File: src/rtl/sram_req_arbiter_if.sv
// SRAM-like request/response bundle shared by both requesters and the memory port.
// master drives the address phase and receives the handshakes and read data;
// slave is the opposite side.
interface sram_req_arbiter_if #(
   parameter int unsigned ADDR_W = 32,
   parameter int unsigned DATA_W = 32
);
   logic                  req;
   logic                  wr;
   logic [1:0]            size;
   logic [ADDR_W-1:0]     addr;
   logic [DATA_W/8-1:0]   wstrb;
   logic [DATA_W-1:0]     wdata;
   logic                  addr_ok;
   logic                  data_ok;
   logic [DATA_W-1:0]     rdata;

   modport master (
      output req, wr, size, addr, wstrb, wdata,
      input  addr_ok, data_ok, rdata
   );

   modport slave (
      input  req, wr, size, addr, wstrb, wdata,
      output addr_ok, data_ok, rdata
   );
endinterface

File: src/rtl/sram_req_arbiter.sv
// Arbiter sharing one SRAM-like memory port between the instruction and data
// requesters. One transaction is in flight at a time; request fields are
// registered so the memory port sees stable values until it accepts them.
// Optional feature: define ARB_RR_EN for round-robin tie breaking
// (default: data wins over inst on a tie).
module sram_req_arbiter #(
   parameter int unsigned ADDR_W = 32,
   parameter int unsigned DATA_W = 32
) (
   input  logic                 clk,
   input  logic                 reset,
   sram_req_arbiter_if.slave    inst_io,
   sram_req_arbiter_if.slave    data_io,
   sram_req_arbiter_if.master   mem_io
);

   localparam logic [1:0] StIdle = 2'd0;
   localparam logic [1:0] StAddr = 2'd1;
   localparam logic [1:0] StData = 2'd2;

   logic [1:0]          state_q, state_d;
   logic                owner_q, owner_d;   // 0 = inst, 1 = data
   logic                wr_q;
   logic [1:0]          size_q;
   logic [ADDR_W-1:0]   addr_q;
   logic [DATA_W/8-1:0] wstrb_q;
   logic [DATA_W-1:0]   wdata_q;
   logic [DATA_W-1:0]   inst_rdata_q;
   logic [DATA_W-1:0]   data_rdata_q;

   logic grant_inst, grant_data, accept, resp;

`ifdef ARB_RR_EN
   logic last_grant_q;                      // 1 = data was granted last

   // Tie goes to whoever was not granted last; a lone requester always wins.
   always_comb begin
      grant_data = data_io.req && (!inst_io.req || !last_grant_q);
      grant_inst = inst_io.req && !grant_data;
   end

   // Remember the most recent grant for the next tie.
   always_ff @(posedge clk) begin
      if (reset) begin
         last_grant_q <= 1'b1;
      end else if (accept) begin
         last_grant_q <= grant_data;
      end
   end
`else
   // Fixed priority: data over inst.
   always_comb begin
      grant_data = data_io.req;
      grant_inst = inst_io.req && !grant_data;
   end
`endif

   // Handshake qualifiers; reset suppresses every pulse in the reset cycle.
   always_comb begin
      accept = !reset && (state_q == StIdle) && (grant_data || grant_inst);
      resp   = !reset && (state_q == StData) && mem_io.data_ok;
   end

   // Next-state and owner selection.
   always_comb begin
      state_d = state_q;
      owner_d = owner_q;
      case (state_q)
         StIdle: begin
            if (accept) begin
               state_d = StAddr;
               owner_d = grant_data;
            end
         end
         StAddr: if (mem_io.addr_ok) state_d = StData;
         StData: if (mem_io.data_ok) state_d = StIdle;
         default: state_d = StIdle;
      endcase
   end

   // State, latched request fields and per-requester read data.
   always_ff @(posedge clk) begin
      if (reset) begin
         state_q      <= StIdle;
         owner_q      <= 1'b0;
         wr_q         <= 1'b0;
         size_q       <= '0;
         addr_q       <= '0;
         wstrb_q      <= '0;
         wdata_q      <= '0;
         inst_rdata_q <= '0;
         data_rdata_q <= '0;
      end else begin
         state_q <= state_d;
         owner_q <= owner_d;
         if (accept) begin
            wr_q    <= grant_data ? data_io.wr    : inst_io.wr;
            size_q  <= grant_data ? data_io.size  : inst_io.size;
            addr_q  <= grant_data ? data_io.addr  : inst_io.addr;
            wstrb_q <= grant_data ? data_io.wstrb : inst_io.wstrb;
            wdata_q <= grant_data ? data_io.wdata : inst_io.wdata;
         end
         if (resp && !owner_q) inst_rdata_q <= mem_io.rdata;
         if (resp && owner_q)  data_rdata_q <= mem_io.rdata;
      end
   end

   // Requester handshakes; rdata is live on the response cycle, held otherwise.
   always_comb begin
      inst_io.addr_ok = accept && grant_inst;
      data_io.addr_ok = accept && grant_data;
      inst_io.data_ok = resp && !owner_q;
      data_io.data_ok = resp && owner_q;
      inst_io.rdata   = (resp && !owner_q) ? mem_io.rdata : inst_rdata_q;
      data_io.rdata   = (resp && owner_q)  ? mem_io.rdata : data_rdata_q;
   end

   // Memory port driven purely from registered fields.
   always_comb begin
      mem_io.req   = (state_q == StAddr);
      mem_io.wr    = wr_q;
      mem_io.size  = size_q;
      mem_io.addr  = addr_q;
      mem_io.wstrb = wstrb_q;
      mem_io.wdata = wdata_q;
   end

endmodule

File: src/flat_wrapper.sv
// flat-port wrapper written by rule: the top's interface ports become plain ports
module sram_req_arbiter_flat 
#(
   parameter int unsigned ADDR_W = 32,
   parameter int unsigned DATA_W = 32
)
  (clk, reset, inst_io_req, inst_io_wr, inst_io_size, inst_io_addr, inst_io_wstrb, inst_io_wdata, inst_io_addr_ok, inst_io_data_ok, inst_io_rdata, data_io_req, data_io_wr, data_io_size, data_io_addr, data_io_wstrb, data_io_wdata, data_io_addr_ok, data_io_data_ok, data_io_rdata, mem_io_req, mem_io_wr, mem_io_size, mem_io_addr, mem_io_wstrb, mem_io_wdata, mem_io_addr_ok, mem_io_data_ok, mem_io_rdata);
  sram_req_arbiter_if #(.ADDR_W(ADDR_W), .DATA_W(DATA_W)) inst_io_i ();
  sram_req_arbiter_if #(.ADDR_W(ADDR_W), .DATA_W(DATA_W)) data_io_i ();
  sram_req_arbiter_if #(.ADDR_W(ADDR_W), .DATA_W(DATA_W)) mem_io_i ();
  input  logic clk;
  input  logic reset;
  input wire logic [$bits(inst_io_i.req)-1:0] inst_io_req;
  input wire logic [$bits(inst_io_i.wr)-1:0] inst_io_wr;
  input wire logic [$bits(inst_io_i.size)-1:0] inst_io_size;
  input wire logic [$bits(inst_io_i.addr)-1:0] inst_io_addr;
  input wire logic [$bits(inst_io_i.wstrb)-1:0] inst_io_wstrb;
  input wire logic [$bits(inst_io_i.wdata)-1:0] inst_io_wdata;
  output wire logic [$bits(inst_io_i.addr_ok)-1:0] inst_io_addr_ok;
  output wire logic [$bits(inst_io_i.data_ok)-1:0] inst_io_data_ok;
  output wire logic [$bits(inst_io_i.rdata)-1:0] inst_io_rdata;
  input wire logic [$bits(data_io_i.req)-1:0] data_io_req;
  input wire logic [$bits(data_io_i.wr)-1:0] data_io_wr;
  input wire logic [$bits(data_io_i.size)-1:0] data_io_size;
  input wire logic [$bits(data_io_i.addr)-1:0] data_io_addr;
  input wire logic [$bits(data_io_i.wstrb)-1:0] data_io_wstrb;
  input wire logic [$bits(data_io_i.wdata)-1:0] data_io_wdata;
  output wire logic [$bits(data_io_i.addr_ok)-1:0] data_io_addr_ok;
  output wire logic [$bits(data_io_i.data_ok)-1:0] data_io_data_ok;
  output wire logic [$bits(data_io_i.rdata)-1:0] data_io_rdata;
  output wire logic [$bits(mem_io_i.req)-1:0] mem_io_req;
  output wire logic [$bits(mem_io_i.wr)-1:0] mem_io_wr;
  output wire logic [$bits(mem_io_i.size)-1:0] mem_io_size;
  output wire logic [$bits(mem_io_i.addr)-1:0] mem_io_addr;
  output wire logic [$bits(mem_io_i.wstrb)-1:0] mem_io_wstrb;
  output wire logic [$bits(mem_io_i.wdata)-1:0] mem_io_wdata;
  input wire logic [$bits(mem_io_i.addr_ok)-1:0] mem_io_addr_ok;
  input wire logic [$bits(mem_io_i.data_ok)-1:0] mem_io_data_ok;
  input wire logic [$bits(mem_io_i.rdata)-1:0] mem_io_rdata;
  assign inst_io_i.req = inst_io_req;
  assign inst_io_i.wr = inst_io_wr;
  assign inst_io_i.size = inst_io_size;
  assign inst_io_i.addr = inst_io_addr;
  assign inst_io_i.wstrb = inst_io_wstrb;
  assign inst_io_i.wdata = inst_io_wdata;
  assign inst_io_addr_ok = inst_io_i.addr_ok;
  assign inst_io_data_ok = inst_io_i.data_ok;
  assign inst_io_rdata = inst_io_i.rdata;
  assign data_io_i.req = data_io_req;
  assign data_io_i.wr = data_io_wr;
  assign data_io_i.size = data_io_size;
  assign data_io_i.addr = data_io_addr;
  assign data_io_i.wstrb = data_io_wstrb;
  assign data_io_i.wdata = data_io_wdata;
  assign data_io_addr_ok = data_io_i.addr_ok;
  assign data_io_data_ok = data_io_i.data_ok;
  assign data_io_rdata = data_io_i.rdata;
  assign mem_io_req = mem_io_i.req;
  assign mem_io_wr = mem_io_i.wr;
  assign mem_io_size = mem_io_i.size;
  assign mem_io_addr = mem_io_i.addr;
  assign mem_io_wstrb = mem_io_i.wstrb;
  assign mem_io_wdata = mem_io_i.wdata;
  assign mem_io_i.addr_ok = mem_io_addr_ok;
  assign mem_io_i.data_ok = mem_io_data_ok;
  assign mem_io_i.rdata = mem_io_rdata;
  sram_req_arbiter #(.ADDR_W(ADDR_W), .DATA_W(DATA_W)) u_core (.clk(clk), .reset(reset), .inst_io(inst_io_i), .data_io(data_io_i), .mem_io(mem_io_i));
endmodule
File: config.mk
export PLATFORM = sky130hd
export DESIGN_NAME = sram_req_arbiter_flat
export DESIGN_NICKNAME = d
export VERILOG_FILES = /design/src/rtl/sram_req_arbiter_if.sv /design/src/rtl/sram_req_arbiter.sv /design/src/flat_wrapper.sv
export SDC_FILE = /design/constraint.sdc
export NUM_CORES = 1
export LEC_CHECK = 0
export BUFFER_PORTS_ARGS = -buffer_cell sky130_fd_sc_hd__clkbuf_2
export CORE_ASPECT_RATIO = 1.25
export CORE_MARGIN = 2
export CORE_UTILIZATION = 42
export DETAILED_ROUTE_END_ITERATION = 16
export GPL_ROUTABILITY_DRIVEN = 0
export HOLD_SLACK_MARGIN = 0.12
export MAX_ROUTING_LAYER = met4
export PLACE_DENSITY = 0.83
export SYNTH_ARGS = -nofsm -noshare
export SYNTH_HDL_FRONTEND = slang
export SYNTH_SLANG_ARGS = --single-unit
File: constraint.sdc
create_clock -name clk -period 1.5 [get_ports clk]
set_clock_uncertainty 0.2 [all_clocks]
set_input_delay 0.15 -clock clk [delete_from_list [all_inputs] [get_ports clk]]
set_output_delay 0.15 -clock clk [all_outputs]
set_load 0.1 [all_outputs]
==> flow_results.xml, run 1 <==
<?xml version="1.0" encoding="UTF-8"?>
<metrics>
  <group name="timing">
    <metric name="grt_repair_worst_endpoint" unit="">data_io_rdata[9]</metric>
    <metric name="timing.repair.worst_endpoint_type" unit="">output port</metric>
  </group>
  <group name="floorplanning">
    <metric name="die_w" unit="µm">115</metric>
    <metric name="die_height" unit="µm">142</metric>
    <metric name="std_cell_rows" unit="">50</metric>
    <metric name="io_pins" unit="">320</metric>
    <metric name="starting_density" unit="%">43.0</metric>
  </group>
  <group name="clock_tree">
    <metric name="numCtsBuffers" unit="">17</metric>
    <metric name="cts.root.buffer_cell" unit="">clkbuf_16</metric>
    <metric name="cts_num_sinks" unit="">138</metric>
    <metric name="max-clock-path-buffers" unit="">2</metric>
    <metric name="clock_tree.htree_level_count" unit="">4</metric>
  </group>
  <group name="logic_synthesis">
    <metric name="synth.cell_area" unit="mm²">0.00643</metric>
    <metric name="mappedNetlistNets" unit="">884</metric>
    <metric name="portion_of_the_post_synthesis_area_used_by_sequential_elements" unit="%">43.0</metric>
    <metric name="postSynthCellCount" unit="">704</metric>
    <metric name="synth.lib_cells_used.distinct" unit="">28</metric>
    <metric name="synth_top_family_by_area" unit="">compound AO/OA/AOI/OAI gates</metric>
    <metric name="share_of_synthesized_cell_area_in_and_or_nand_and_nor_gates" unit="%">10.4</metric>
    <metric name="netlist.area_leader.share" unit="%">43.0</metric>
    <metric name="complex_gate_fraction_of_the_synthesized_area" unit="%">29.5</metric>
    <metric name="post-synth-top-area-cell" unit="">dfxtp_1</metric>
    <metric name="synth.ff_latch_count" unit="">138</metric>
    <metric name="synth_xor_xnor_area_share" unit="%">0</metric>
    <metric name="syn_area_per_cell" unit="µm²">9.14</metric>
    <metric name="synth_area_leaders" unit="">dfxtp_1 43%, a211oi_2 14%, mux2i_1 11%, a21oi_1 11%, nand3_1 5.0%</metric>
    <metric name="synth.yosys.warnings" unit="">0</metric>
    <metric name="synth_fa_ha_area_share" unit="%">0</metric>
    <metric name="synthMuxAreaShare" unit="%">11.1</metric>
  </group>
  <group name="run_status">
    <metric name="status" unit="">did not finish</metric>
    <metric name="stop_stage" unit="">global routing (5_1_grt)</metric>
    <metric name="firstError" unit="">[ERROR DPL-0038] Utilization greater than 100%, impossible to legalize</metric>
  </group>
  <group name="place">
    <metric name="place_worst_setup_slack" unit="ns">-0.291</metric>
    <metric name="dp_hpwl" unit="mm">18.2</metric>
    <metric name="port-buffer-count" unit="">319</metric>
    <metric name="post_dp_cell_area" unit="mm²">0.0109</metric>
  </group>
  <group name="global_routing">
    <metric name="grt_max_degree" unit="">85</metric>
  </group>
</metrics>
cells in the mapped netlist:
cell type / count
dfxtp_1: 138
a21oi_1: 136
mux2i_1: 71
a211oi_2: 70
nand2_1: 66
nand3_1: 64
o21ai_0: 43
clkbuf_1: 40
o21ai_1: 21
buf_2: 19
buf_6: 7
buf_4: 6
nor2_1: 5
a22oi_1: 2
and2_1: 2
buf_1: 2
a211oi_1: 1
and3b_1: 1
and4bb_2: 1
clkbuf_2: 1
clkinv_1: 1
inv_1: 1
nand2b_1: 1
nand4bb_1: 1
nor2b_1: 1
nor3_2: 1
or2_1: 1
or3b_2: 1
logic make-up after synthesis:
family,count (synthesis)
simple gates,145
mux,71
buf+inv,77
compound gates,273
flops,138
stage by stage:
step,cells,TNS (ns)
2_1_floorplan,704,-9.75
3_3_place_gp,1221,-27.13
3_5_place_dp,1221,-33.20
4_1_cts,1427,-71.33
what timing repair did:
action | 4_1_cts
pin swaps | 22
hold endpoints to repair | 138
endpoints found under the setup margin | 205
hold buffers | 146
resized for setup | 102
buffers inserted | 15
gates cloned | 14
==> inputs of run 2 (changes only) <==
Settings changed: CORE_ASPECT_RATIO 1.25 to not set, CORE_UTILIZATION 42 to 40, HOLD_SLACK_MARGIN 0.12 to not set, MAX_ROUTING_LAYER met4 to not set, PLACE_DENSITY 0.83 to not set, PLACE_DENSITY_LB_ADDON set to 0.15.
Clock period 1.5 ns to 1.95 ns, I/O delays scaled along.
==> run 2 against run 1 <==
Compared with the run above:
- the flow now finishes, with violations (setup timing)
- synthesized cell count stayed put
- synthesized area stayed put
==> flow_results.xml, run 2 <==
<?xml version="1.0" encoding="UTF-8"?>
<metrics>
  <group name="run_status">
    <metric name="status" unit="">finished with violations</metric>
    <metric name="failed_checks" unit="">setup timing</metric>
  </group>
  <group name="clock_tree">
    <metric name="tritoncts" unit="">built</metric>
    <metric name="clock_tree.htree_level_count" unit="">4</metric>
    <metric name="clk_pin_slew_worst_setup_hold_paths" unit="ns">0.05</metric>
    <metric name="max-clock-path-buffers" unit="">2</metric>
    <metric name="clock_insertion_delay_worst_skew" unit="ns">0.42</metric>
    <metric name="numCtsBuffers" unit="">17</metric>
    <metric name="cts.root.buffer_cell" unit="">clkbuf_16</metric>
    <metric name="cts_num_sinks" unit="">138</metric>
  </group>
  <group name="logic_synthesis">
    <metric name="synth_area_leaders" unit="">dfxtp_1 43%, a211oi_2 14%, mux2i_1 11%, a21oi_1 11%, nand3_1 5.0%</metric>
    <metric name="synth.ff_latch_count" unit="">138</metric>
    <metric name="mappedNetlistNets" unit="">884</metric>
    <metric name="netlist.area_leader.share" unit="%">43.0</metric>
    <metric name="synth.cell_area" unit="mm²">0.00643</metric>
    <metric name="dominantRegCellSynth" unit="">dfxtp_1</metric>
    <metric name="synth.cells.most_frequent" unit="">138 x dfxtp_1, 136 x a21oi_1, 71 x mux2i_1</metric>
    <metric name="postSynthCellCount" unit="">704</metric>
    <metric name="synth.most_common_cell" unit="">dfxtp_1</metric>
    <metric name="synthArstFlopShare" unit="%">0</metric>
    <metric name="post-synth-top-area-cell" unit="">dfxtp_1</metric>
    <metric name="synth.lib_cells_used.distinct" unit="">28</metric>
    <metric name="syn_area_per_cell" unit="µm²">9.14</metric>
    <metric name="synth_edf_count" unit="">0</metric>
    <metric name="synth.yosys.warnings" unit="">0</metric>
    <metric name="portion_of_the_post_synthesis_area_used_by_sequential_elements" unit="%">43.0</metric>
  </group>
  <group name="floorplanning">
    <metric name="io_pins" unit="">320</metric>
    <metric name="core-area" unit="mm²">0.0158</metric>
    <metric name="std_cell_rows" unit="">46</metric>
    <metric name="starting_density" unit="%">40.6</metric>
    <metric name="design.die.area" unit="mm²">0.0171</metric>
    <metric name="die_height" unit="µm">131</metric>
    <metric name="die_w" unit="µm">131</metric>
  </group>
  <group name="worst_setup_path">
    <metric name="startpoint_type" unit="">flop</metric>
    <metric name="setup.reg_to_reg.worst_slack" unit="ns">0.11</metric>
    <metric name="crit_path_end_kind" unit="">output pin</metric>
    <metric name="worst-endpoint-required" unit="ns">1.55</metric>
    <metric name="regToRegStartpoint" unit="">u_core.state_q[1]</metric>
    <metric name="cp-startpoint" unit="">u_core.state_q[0]</metric>
    <metric name="crit_type" unit="">flop to output pin</metric>
    <metric name="arrival" unit="ns">1.88</metric>
    <metric name="peak_fanout_along_the_critical_path" unit="">5</metric>
  </group>
  <group name="routing">
    <metric name="ant_nets" unit="">0</metric>
    <metric name="wire_per_inst" unit="µm">18.7</metric>
    <metric name="drt-vias-per-instance" unit="">5.35</metric>
    <metric name="detail_route.iter0.violations" unit="">329</metric>
    <metric name="drt-pass1-iter-count" unit="">5</metric>
    <metric name="postRouteWirelength" unit="mm">26.3</metric>
    <metric name="drc" unit="">0</metric>
    <metric name="vias" unit="">7523</metric>
  </group>
  <group name="global_routing">
    <metric name="grt_first_pass_wirelength" unit="mm">37.2</metric>
    <metric name="via_count_of_the_first_global_routing_pass" unit="">7419</metric>
    <metric name="grt.overflow.total" unit="">0</metric>
    <metric name="grtUsageTotal" unit="%">27.9</metric>
    <metric name="grt_max_degree" unit="">135</metric>
    <metric name="number_of_antenna_violations_at_the_first_check_in_global_routing" unit="">0</metric>
  </group>
  <group name="power_and_ir_drop">
    <metric name="total_leakage_power" unit="nW">5.42</metric>
    <metric name="design_power_total" unit="W">0.00940</metric>
    <metric name="powerDensity" unit="mW/mm²">746</metric>
    <metric name="ir_drop" unit="mV">0.606</metric>
  </group>
  <group name="timing">
    <metric name="setup_viol" unit="">68</metric>
    <metric name="fmaxAchievable" unit="MHz">439</metric>
    <metric name="max_slew.worst_pin.slew" unit="ns">0.840</metric>
    <metric name="fin_ws" unit="ns">-0.328</metric>
    <metric name="setup-tns-final" unit="ns">-18.17</metric>
    <metric name="rsz0062_at_grt" unit="">yes</metric>
    <metric name="finalHoldViolations" unit="">0</metric>
    <metric name="slew-limit-headroom" unit="%">44.0</metric>
    <metric name="timing_max_transition_violations_final" unit="">0</metric>
    <metric name="final.min_clock_period" unit="ns">2.28</metric>
    <metric name="fin_crit_sh" unit="%">117</metric>
  </group>
  <group name="layout">
    <metric name="diodes" unit="">0</metric>
    <metric name="flow.area_growth_from_synthesis" unit="%">95.9</metric>
    <metric name="post_route_cells_drive_above_1_share" unit="%">51.6</metric>
    <metric name="layout_commonest_cell" unit="">clkbuf_2</metric>
    <metric name="finalNetCount" unit="">1357</metric>
    <metric name="mostFrequentLayoutCells" unit="">248 x clkbuf_2, 166 x dlygate4sd3_1, 136 x a21oi_1</metric>
  </group>
  <group name="place">
    <metric name="dp_hpwl" unit="mm">13.7</metric>
    <metric name="port-buffer-count" unit="">319</metric>
  </group>
  <group name="job">
    <metric name="cap_violations" unit="">0</metric>
  </group>
  <group name="min_path">
    <metric name="worst_hold_startpoint" unit="">data_io_addr[8]</metric>
    <metric name="min-delay-path-class" unit="">primary input to flop</metric>
  </group>
</metrics>
run 2: worst max-delay path: stages, from the launching register on:
cell and delay, ns:
dfxtp_2 0.33, and4bb_4 0.39, buf_12 0.16, clkbuf_16 0.16
nand3_2 0.11, nand2_2 0.13, buf_12 0.18
run 2: where the power goes:
part / leakage [nW] / switching (W) / internal [W]
logic: 3.99 / 0.00192 / 0.000882
clock network: 0.304 / 0.00122 / 0.00233
registers: 1.13 / 0.0000833 / 0.00297
total: 5.42 / 0.00322 / 0.00618
run 2: kinds of logic after synthesis:
kind of cell	synth area share, %
buffers and inverters	6.05
muxes	11.1
and+or+nand+nor	10.4
DFF	43.0
AOI/OAI and AO/OA	29.5
run 2: area by class of cell:
cell class,count,area (µm²)
well taps,216,270
fillers,857,3230
multi-input cells,489,3910
flip-flops and latches,138,2770
repair buffers,529,4990
inverters,2,11.3
clock buffers,20,457
clock inverters,11,194
run 2: what timing repair did:
action | in CTS | in global routing
pin swaps | 12 | 32
gates resized for setup | 92 | 55
endpoints found under the setup margin | 68 | 69
hold endpoints to repair | 135 | 0
buffers inserted | 8 | 0
cloned | 5 | 5
hold buffers | 166 | 0
run 2: layer usage:
metal	track usage, %	vias up	routed length (µm)
met1	29.4	3621	9630
met2	49.4	296	13600
met4	14.3	0	1070
met3	9.65	79	2020
met5	0	-	0
li1	-	3527	-
run 2: final timing paths:
| check | end | depth (start not counted) |
|---|---|---|
| hold reg to reg | u_core.inst_rdata_q[26] | 2 |
| setup / recovery | inst_io_rdata[13] | 6 |
| setup reg to reg | u_core.mem_io.wdata[28] | 7 |
| hold / removal | u_core.mem_io.addr[8] | 3 |
run 2: metrics by stage:
step,hold WS [ns],std cells,worst slack (ns),utilization (%),instance area [µm²]
after global routing,0.0149,1405,-0.376,79.6,12600
after detailed placement,0.282,1190,0.119,59.7,9440
after global placement,0.290,1190,0.143,59.7,9440
final,0.00719,1405,-0.328,79.6,12600
after floorplan,0.157,704,0.0307,-,6600
after CTS,0.000373,1400,-0.268,77.2,12200
(Power assumes the default switching activity.)
==> inputs of run 3 (changes only) <==
Settings changed: PLACE_DENSITY set to 0.78, PLACE_DENSITY_LB_ADDON 0.15 to not set.
==> run 3 against run 2 <==
Compared with the run above:
- the run ends with hold timing, setup timing left
- sequential share of layout area rose by 0.32 points
- core utilization down 1.1 points
- final cell count is the same
- via count grew 7.2%
- total power is 0.12% higher
- critical path type unchanged
- largest cell class unchanged
- largest power group unchanged
- highest routed layer is now met5
==> flow_results.xml, run 3 (synthesis results as in run 2) <==
<?xml version="1.0" encoding="UTF-8"?>
<metrics>
  <group name="clock_tree">
    <metric name="clock_tree.htree_level_count" unit="">4</metric>
    <metric name="cts_num_sinks" unit="">138</metric>
    <metric name="numCtsBuffers" unit="">17</metric>
    <metric name="cts.root.buffer_cell" unit="">clkbuf_16</metric>
    <metric name="clock_insertion_delay_worst_skew" unit="ns">0.42</metric>
    <metric name="clk_pin_slew_worst_setup_hold_paths" unit="ns">0.06</metric>
    <metric name="tritoncts" unit="">built</metric>
    <metric name="max-clock-path-buffers" unit="">2</metric>
  </group>
  <group name="worst_setup_path">
    <metric name="crit_path_end_kind" unit="">output pin</metric>
    <metric name="arrival" unit="ns">1.89</metric>
    <metric name="timing.reg2reg.worst_path_depth" unit="">5</metric>
    <metric name="setup.reg_to_reg.worst_slack" unit="ns">0.06</metric>
    <metric name="regToRegStartpoint" unit="">u_core.state_q[1]</metric>
    <metric name="reg2reg_to" unit="">u_core.mem_io.wdata[13]</metric>
    <metric name="startpoint_type" unit="">flop</metric>
    <metric name="worst-endpoint-required" unit="ns">1.55</metric>
    <metric name="crit_type" unit="">flop to output pin</metric>
    <metric name="peak_fanout_along_the_critical_path" unit="">7</metric>
  </group>
  <group name="floorplanning">
    <metric name="design.die.area" unit="mm²">0.0171</metric>
    <metric name="starting_density" unit="%">40.6</metric>
    <metric name="io_pins" unit="">320</metric>
    <metric name="std_cell_rows" unit="">46</metric>
    <metric name="core-area" unit="mm²">0.0158</metric>
    <metric name="die_w" unit="µm">131</metric>
    <metric name="die_height" unit="µm">131</metric>
  </group>
  <group name="timing">
    <metric name="max_slew.worst_pin.slew" unit="ns">1.15</metric>
    <metric name="fin_crit_sh" unit="%">117</metric>
    <metric name="final.min_clock_period" unit="ns">2.28</metric>
    <metric name="worst_hold_slack_across_all_endpoints" unit="ns">-0.0160</metric>
    <metric name="slew-limit-headroom" unit="%">23.3</metric>
    <metric name="setup-tns-final" unit="ns">-17.84</metric>
    <metric name="setup_viol" unit="">68</metric>
    <metric name="rsz0062_at_grt" unit="">yes</metric>
    <metric name="finalHoldViolations" unit="">2</metric>
    <metric name="fmaxAchievable" unit="MHz">438</metric>
    <metric name="timing_max_transition_violations_final" unit="">0</metric>
    <metric name="fin_ws" unit="ns">-0.331</metric>
  </group>
  <group name="power_and_ir_drop">
    <metric name="power.switching" unit="W">0.00341</metric>
    <metric name="powerDensity" unit="mW/mm²">758</metric>
    <metric name="clockPowerShare" unit="%">36.7</metric>
    <metric name="share_comb_of_total_power" unit="%">30.7</metric>
    <metric name="total_leakage_power" unit="nW">5.37</metric>
    <metric name="ir_drop" unit="mV">0.590</metric>
    <metric name="power.share.switching" unit="%">36.2</metric>
    <metric name="share_seq_of_total_power" unit="%">32.6</metric>
    <metric name="p_int" unit="W">0.00600</metric>
  </group>
  <group name="run_status">
    <metric name="status" unit="">finished with violations</metric>
    <metric name="failed_checks" unit="">hold timing, setup timing</metric>
  </group>
  <group name="place">
    <metric name="dp_hpwl" unit="mm">14.9</metric>
    <metric name="place_worst_setup_slack" unit="ns">0.0990</metric>
    <metric name="port-buffer-count" unit="">319</metric>
  </group>
  <group name="layout">
    <metric name="finalNetCount" unit="">1356</metric>
    <metric name="layout_commonest_cell" unit="">clkbuf_2</metric>
    <metric name="mostFrequentLayoutCells" unit="">248 x clkbuf_2, 164 x dlygate4sd3_1, 136 x a21oi_1</metric>
    <metric name="post_route_cells_drive_above_1_share" unit="%">50.6</metric>
    <metric name="flow.area_growth_from_synthesis" unit="%">93.1</metric>
  </group>
  <group name="min_path">
    <metric name="hold_path_end" unit="">u_core.mem_io.wdata[24]</metric>
    <metric name="min-delay-path-class" unit="">primary input to flop</metric>
    <metric name="hold-path-cell-count" unit="">3</metric>
    <metric name="worst_hold_startpoint" unit="">inst_io_wdata[24]</metric>
  </group>
  <group name="routing">
    <metric name="vias" unit="">8068</metric>
    <metric name="wire_per_inst" unit="µm">22.9</metric>
    <metric name="detail_route.iter0.violations" unit="">603</metric>
    <metric name="drt-pass1-iter-count" unit="">5</metric>
    <metric name="drt-vias-per-instance" unit="">5.74</metric>
    <metric name="ant_nets" unit="">0</metric>
    <metric name="postRouteWirelength" unit="mm">32.1</metric>
    <metric name="drc" unit="">0</metric>
  </group>
  <group name="global_routing">
    <metric name="grt_max_degree" unit="">75</metric>
    <metric name="via_count_of_the_first_global_routing_pass" unit="">7984</metric>
    <metric name="grt_first_pass_wirelength" unit="mm">43.9</metric>
    <metric name="grt.overflow.total" unit="">0</metric>
    <metric name="grtUsageTotal" unit="%">34.2</metric>
    <metric name="number_of_antenna_violations_at_the_first_check_in_global_routing" unit="">1</metric>
  </group>
  <group name="job">
    <metric name="cap_violations" unit="">0</metric>
  </group>
</metrics>
==> run 3: changes by cell type in the layout (fill, tap and decap cells not counted), sizes merged <==
cell	before	now
bufinv	5	4
clkbuf	272	271
clkinv	3	7
clkinvlp	5	2
diode	0	2
dlygate4sd3	166	164
inv	0	1
==> run 3: critical path: stages (launching register included) <==
cell	delay, ns
dfxtp_2	0.33
and4bb_4	0.38
buf_12	0.16
buf_16	0.14
nand3_1	0.14
nand2_2	0.14
buf_12	0.18
==> run 3: cell type report <==
cell class / instances / area (µm²)
clock buffer: 18 / 439
clock inverter: 12 / 174
timing repair buffer: 528 / 4880
tap: 216 / 270
fill: 863 / 3410
multi-input combinational: 489 / 3870
sequential: 138 / 2770
inverter: 2 / 11.3
antenna: 2 / 5.00
==> run 3: metrics by stage <==
step	total power (W)	utilization [%]	area, µm²	instances	hold slack [ns]
2_1_floorplan	0.00487	-	6600	704	0.157
3_3_place_gp	0.00542	59.6	9430	1190	0.276
3_5_place_dp	0.00545	59.6	9430	1190	0.289
4_1_cts	0.00913	74.3	11800	1388	0.00135
5_1_grt	0.00965	78.5	12400	1404	0.00232
6_report	0.00941	78.5	12400	1405	-0.0160
==> run 3: how the worst max path moves through the flow <==
stage	start	to	slack, ns
final	u_core.state_q[0]	data_io_rdata[8]	-0.33
after global routing	u_core.state_q[0]	data_io_rdata[8]	-0.38
after CTS	u_core.state_q[0]	data_io_rdata[22]	-0.27
after detailed placement	u_core.state_q[1]	u_core.mem_io.wdata[12]	0.1
after global placement	u_core.state_q[1]	u_core.mem_io.addr[23]	0.15
after floorplan	u_core.owner_q	inst_io_data_ok	0.03
==> run 3: what timing repair did <==
action                                 4_1_cts  5_1_grt
hold buffers                               164        0
setup buffers                                2        8
resized for setup                           47       85
endpoints found under the hold margin      133        0
setup endpoints to repair                   68       72
cloned                                       2        7
pin swaps                                    3       54
==> run 3: routing by layer <==
layer  vias up  part of all wire, %  global-route usage (%)
li1       3514                    -                       -
met1      3829                   34                    34.3
met2       560                   49                    53.2
met3       159                   10                    19.8
met4         6                  5.8                    23.2
met5         -                 0.35                    6.47
==> run 3: power groups by stage <==
stage | combinational, W | clock, W | sequential, W
2_1_floorplan | 0.000777 | 0 | 0.00409
3_3_place_gp | 0.00232 | 0 | 0.00310
3_5_place_dp | 0.00234 | 0 | 0.00311
4_1_cts | 0.00267 | 0.00342 | 0.00305
5_1_grt | 0.00299 | 0.00358 | 0.00308
6_report | 0.00289 | 0.00345 | 0.00307
==> inputs of run 4 (changes only) <==
Settings changed: ABC_AREA set to 1, CTS_CLUSTER_SIZE set to 24, PLACE_DENSITY 0.78 to 0.77.
Clock period 1.95 ns to 2.7 ns, I/O delays scaled along.
==> run 4 against run 3 <==
Compared with the run above:
- the flow now finishes without violations
- critical path depth increased by 2
- combinational power shrank 36%
- clock-buffer cell count up 1
- via count increased by 5.6%
- sequential power is 28% lower
- global-route usage fell by 9.0 points
- synthesized area is 9.1% higher
- die area rose by 8.8%
- sequential cell count stayed put
- non-clock buffer count down 87
- synthesized cell count is 73% higher
- critical path type unchanged
- highest routed layer is now met4
==> flow_results.xml, run 4 <==
<?xml version="1.0" encoding="UTF-8"?>
<metrics>
  <group name="power_and_ir_drop">
    <metric name="powerDensity" unit="mW/mm²">560</metric>
    <metric name="total_leakage_power" unit="nW">6.80</metric>
    <metric name="share_seq_of_total_power" unit="%">34.5</metric>
    <metric name="design_power_total" unit="W">0.00639</metric>
    <metric name="p_int" unit="W">0.00410</metric>
    <metric name="clockPowerShare" unit="%">36.6</metric>
    <metric name="power.switching" unit="W">0.00228</metric>
    <metric name="power.share.switching" unit="%">35.8</metric>
    <metric name="share_comb_of_total_power" unit="%">28.9</metric>
    <metric name="ir_drop" unit="mV">0.425</metric>
  </group>
  <group name="routing">
    <metric name="postRouteWirelength" unit="mm">23.9</metric>
    <metric name="detail_route.iter0.violations" unit="">508</metric>
    <metric name="wire_per_inst" unit="µm">12.9</metric>
    <metric name="vias" unit="">8522</metric>
    <metric name="drt-pass1-iter-count" unit="">5</metric>
    <metric name="drc" unit="">0</metric>
    <metric name="drt-vias-per-instance" unit="">4.60</metric>
    <metric name="ant_nets" unit="">0</metric>
  </group>
  <group name="layout">
    <metric name="fillcell_total" unit="">1365</metric>
    <metric name="flow.area_growth_from_synthesis" unit="%">62.5</metric>
    <metric name="finalNetCount" unit="">1795</metric>
    <metric name="mostFrequentLayoutCells" unit="">491 x nand2_1, 251 x clkbuf_2, 239 x inv_1</metric>
    <metric name="layout_commonest_cell" unit="">nand2_1</metric>
    <metric name="postLayoutCoreUtil" unit="%">66.1</metric>
    <metric name="final-seq-area" unit="mm²">0.00276</metric>
    <metric name="multiInputGateArea" unit="mm²">0.00303</metric>
    <metric name="post_route_cells_drive_above_1_share" unit="%">22.6</metric>
  </group>
  <group name="floorplanning">
    <metric name="die_height" unit="µm">136</metric>
    <metric name="die_w" unit="µm">136</metric>
    <metric name="core-area" unit="mm²">0.0172</metric>
    <metric name="design.die.area" unit="mm²">0.0186</metric>
    <metric name="io_pins" unit="">320</metric>
    <metric name="std_cell_rows" unit="">48</metric>
    <metric name="starting_density" unit="%">40.7</metric>
  </group>
  <group name="clock_tree">
    <metric name="cts.root.buffer_cell" unit="">clkbuf_16</metric>
    <metric name="tritoncts" unit="">built</metric>
    <metric name="clk_pin_slew_worst_setup_hold_paths" unit="ns">0.05</metric>
    <metric name="numCtsBuffers" unit="">17</metric>
    <metric name="max-clock-path-buffers" unit="">2</metric>
    <metric name="cts.hold.buffers_added" unit="">108</metric>
    <metric name="cts_num_sinks" unit="">138</metric>
    <metric name="clock_tree.htree_level_count" unit="">4</metric>
    <metric name="cts_resized" unit="">0</metric>
    <metric name="clock_insertion_delay_worst_skew" unit="ns">0.41</metric>
    <metric name="post-cts-setup-buffers" unit="">0</metric>
  </group>
  <group name="logic_synthesis">
    <metric name="synth.lib_cells_used.distinct" unit="">17</metric>
    <metric name="postSynthCellCount" unit="">1221</metric>
    <metric name="synth.cells.most_frequent" unit="">491 x nand2_1, 239 x inv_1, 211 x nor2_1</metric>
    <metric name="synth.cell_area" unit="mm²">0.00701</metric>
    <metric name="synth.most_common_cell" unit="">nand2_1</metric>
    <metric name="portion_of_the_post_synthesis_area_used_by_sequential_elements" unit="%">39.4</metric>
    <metric name="synth.yosys.warnings" unit="">0</metric>
    <metric name="dominantRegCellSynth" unit="">dfxtp_1</metric>
    <metric name="mappedNetlistNets" unit="">1401</metric>
    <metric name="synthArstFlopShare" unit="%">0</metric>
    <metric name="syn_area_per_cell" unit="µm²">5.74</metric>
    <metric name="synth_area_leaders" unit="">dfxtp_1 39%, nand2_1 26%, inv_1 13%, nor2_1 11%, nand3_1 4.7%</metric>
    <metric name="synth_edf_count" unit="">0</metric>
    <metric name="post-synth-top-area-cell" unit="">dfxtp_1</metric>
    <metric name="synth.ff_latch_count" unit="">138</metric>
    <metric name="netlist.area_leader.share" unit="%">39.4</metric>
  </group>
  <group name="timing">
    <metric name="rsz0062_at_grt" unit="">no</metric>
    <metric name="fin_ws" unit="ns">0.370</metric>
    <metric name="fin_crit_sh" unit="%">86.3</metric>
    <metric name="finalHoldViolations" unit="">0</metric>
    <metric name="slew-limit-headroom" unit="%">51.5</metric>
    <metric name="setup_viol" unit="">0</metric>
    <metric name="timing_max_transition_violations_final" unit="">0</metric>
    <metric name="fmaxAchievable" unit="MHz">429</metric>
    <metric name="setup-tns-final" unit="ns">0</metric>
    <metric name="final.min_clock_period" unit="ns">2.33</metric>
    <metric name="max_slew.worst_pin.slew" unit="ns">0.728</metric>
  </group>
  <group name="worst_setup_path">
    <metric name="crit_type" unit="">flop to output pin</metric>
    <metric name="cp_num_buf_inv" unit="">4</metric>
    <metric name="arrival" unit="ns">1.86</metric>
    <metric name="critPathSlowestCell" unit="">dfxtp_1</metric>
    <metric name="worst-endpoint-required" unit="ns">2.23</metric>
    <metric name="cpLargestDelayFamily" unit="">buffers and inverters</metric>
    <metric name="setup.reg_to_reg.worst_slack" unit="ns">0.65</metric>
    <metric name="critPathMaxStageDelay" unit="ns">0.36</metric>
    <metric name="peak_fanout_along_the_critical_path" unit="">33</metric>
    <metric name="startpoint_type" unit="">flop</metric>
    <metric name="crit_path_end_kind" unit="">output pin</metric>
    <metric name="worstPathCellList" unit="">inv_1 -&gt; nor2_1 -&gt; nand3_1 -&gt; buf_4 -&gt; nand2_1 -&gt; nand2_1 -&gt; inv_1 -&gt; buf_12</metric>
  </group>
  <group name="global_routing">
    <metric name="grt.overflow.total" unit="">0</metric>
    <metric name="grtUsageTotal" unit="%">25.2</metric>
    <metric name="via_count_of_the_first_global_routing_pass" unit="">8014</metric>
    <metric name="grt_max_degree" unit="">73</metric>
    <metric name="number_of_antenna_violations_at_the_first_check_in_global_routing" unit="">1</metric>
    <metric name="grt_first_pass_wirelength" unit="mm">37.2</metric>
  </group>
  <group name="job">
    <metric name="cap_violations" unit="">0</metric>
  </group>
  <group name="run_status">
    <metric name="status" unit="">complete, no violations</metric>
  </group>
  <group name="place">
    <metric name="dp_hpwl" unit="mm">14.7</metric>
    <metric name="place_worst_setup_slack" unit="ns">0.690</metric>
    <metric name="port-buffer-count" unit="">319</metric>
  </group>
  <group name="min_path">
    <metric name="min-delay-path-class" unit="">primary input to flop</metric>
  </group>
</metrics>
## run 4: cell count changes after synthesis, moves of 42 or more
cell,delta
a21oi_1,-134
a211oi_2,-70
nand2_1,+425
nor2_1,+206
inv_1,+238
o21ai_0,-42
mux2i_1,-71
## run 4: worst paths after layout
kind	depth (start not counted)	start	end
setup / recovery	8	u_core.state_q[1]	data_io_rdata[25]
hold / removal	5	data_io_addr[24]	u_core.mem_io.addr[24]
setup reg to reg	5	u_core.state_q[1]	u_core.mem_io.addr[8]
hold reg to reg	4	u_core.mem_io.wdata[24]	u_core.mem_io.wdata[24]
## run 4: power by group through the flow
stage | clock network, W | registers (W) | logic (W)
global placement | 0 | 0.00224 | 0.00164
global route | 0.00247 | 0.00221 | 0.00195
finish | 0.00234 | 0.00220 | 0.00185
detailed placement | 0 | 0.00224 | 0.00166
floorplan | 0 | 0.00294 | 0.000564
CTS | 0.00238 | 0.00220 | 0.00181
## run 4: metrics by stage
| step | hold WS, ns | instances | area (µm²) |
|---|---|---|---|
| 5_1_grt | 0.0201 | 1852 | 11400 |
| 4_1_cts | 0.00151 | 1851 | 11400 |
| 6_report | 0.0120 | 1852 | 11400 |
| 3_5_place_dp | 0.300 | 1713 | 9730 |
| 2_1_floorplan | 0.219 | 1221 | 7020 |
| 3_3_place_gp | 0.296 | 1713 | 9730 |
## run 4: per-layer routing
metal  vias to the layer above  wire length [µm]  track usage [%]
met5                         -                 0                0
met4                         0              1150             14.6
met3                        91              1790             6.49
met2                       407             11700             43.3
met1                      3772              9250             28.2
li1                       4252                 -                -
## run 4: cells by family (layout without fill, tap and decap cells)
group                  count (synthesis)  count (layout)  share of synthesized area, %
other                                  0               1                             0
flip-flops                           138             138                          39.4
AND/OR/NAND/NOR                      771             771                          42.8
buffers and inverters                308             713                          17.6
AO/OA/AOI/OAI                          4               4                         0.303
## run 4: layout make-up
class,count,area share [%]
inverters,242,7.97
diodes,1,0.0219
clock inverters,11,1.31
clock buffers,19,3.89
repair buffers,441,33.6
flip-flops and latches,138,24.2
multi-input cells,775,26.5
well taps,225,2.47
## run 4: worst register-to-register path, cell delays in order, from the launching register on
cell and delay, ns:
dfxtp_1 0.33, nor2_1 0.33, nand3_4 0.45, buf_4 0.39, nor2_1 0.19, nor2_1 0.07
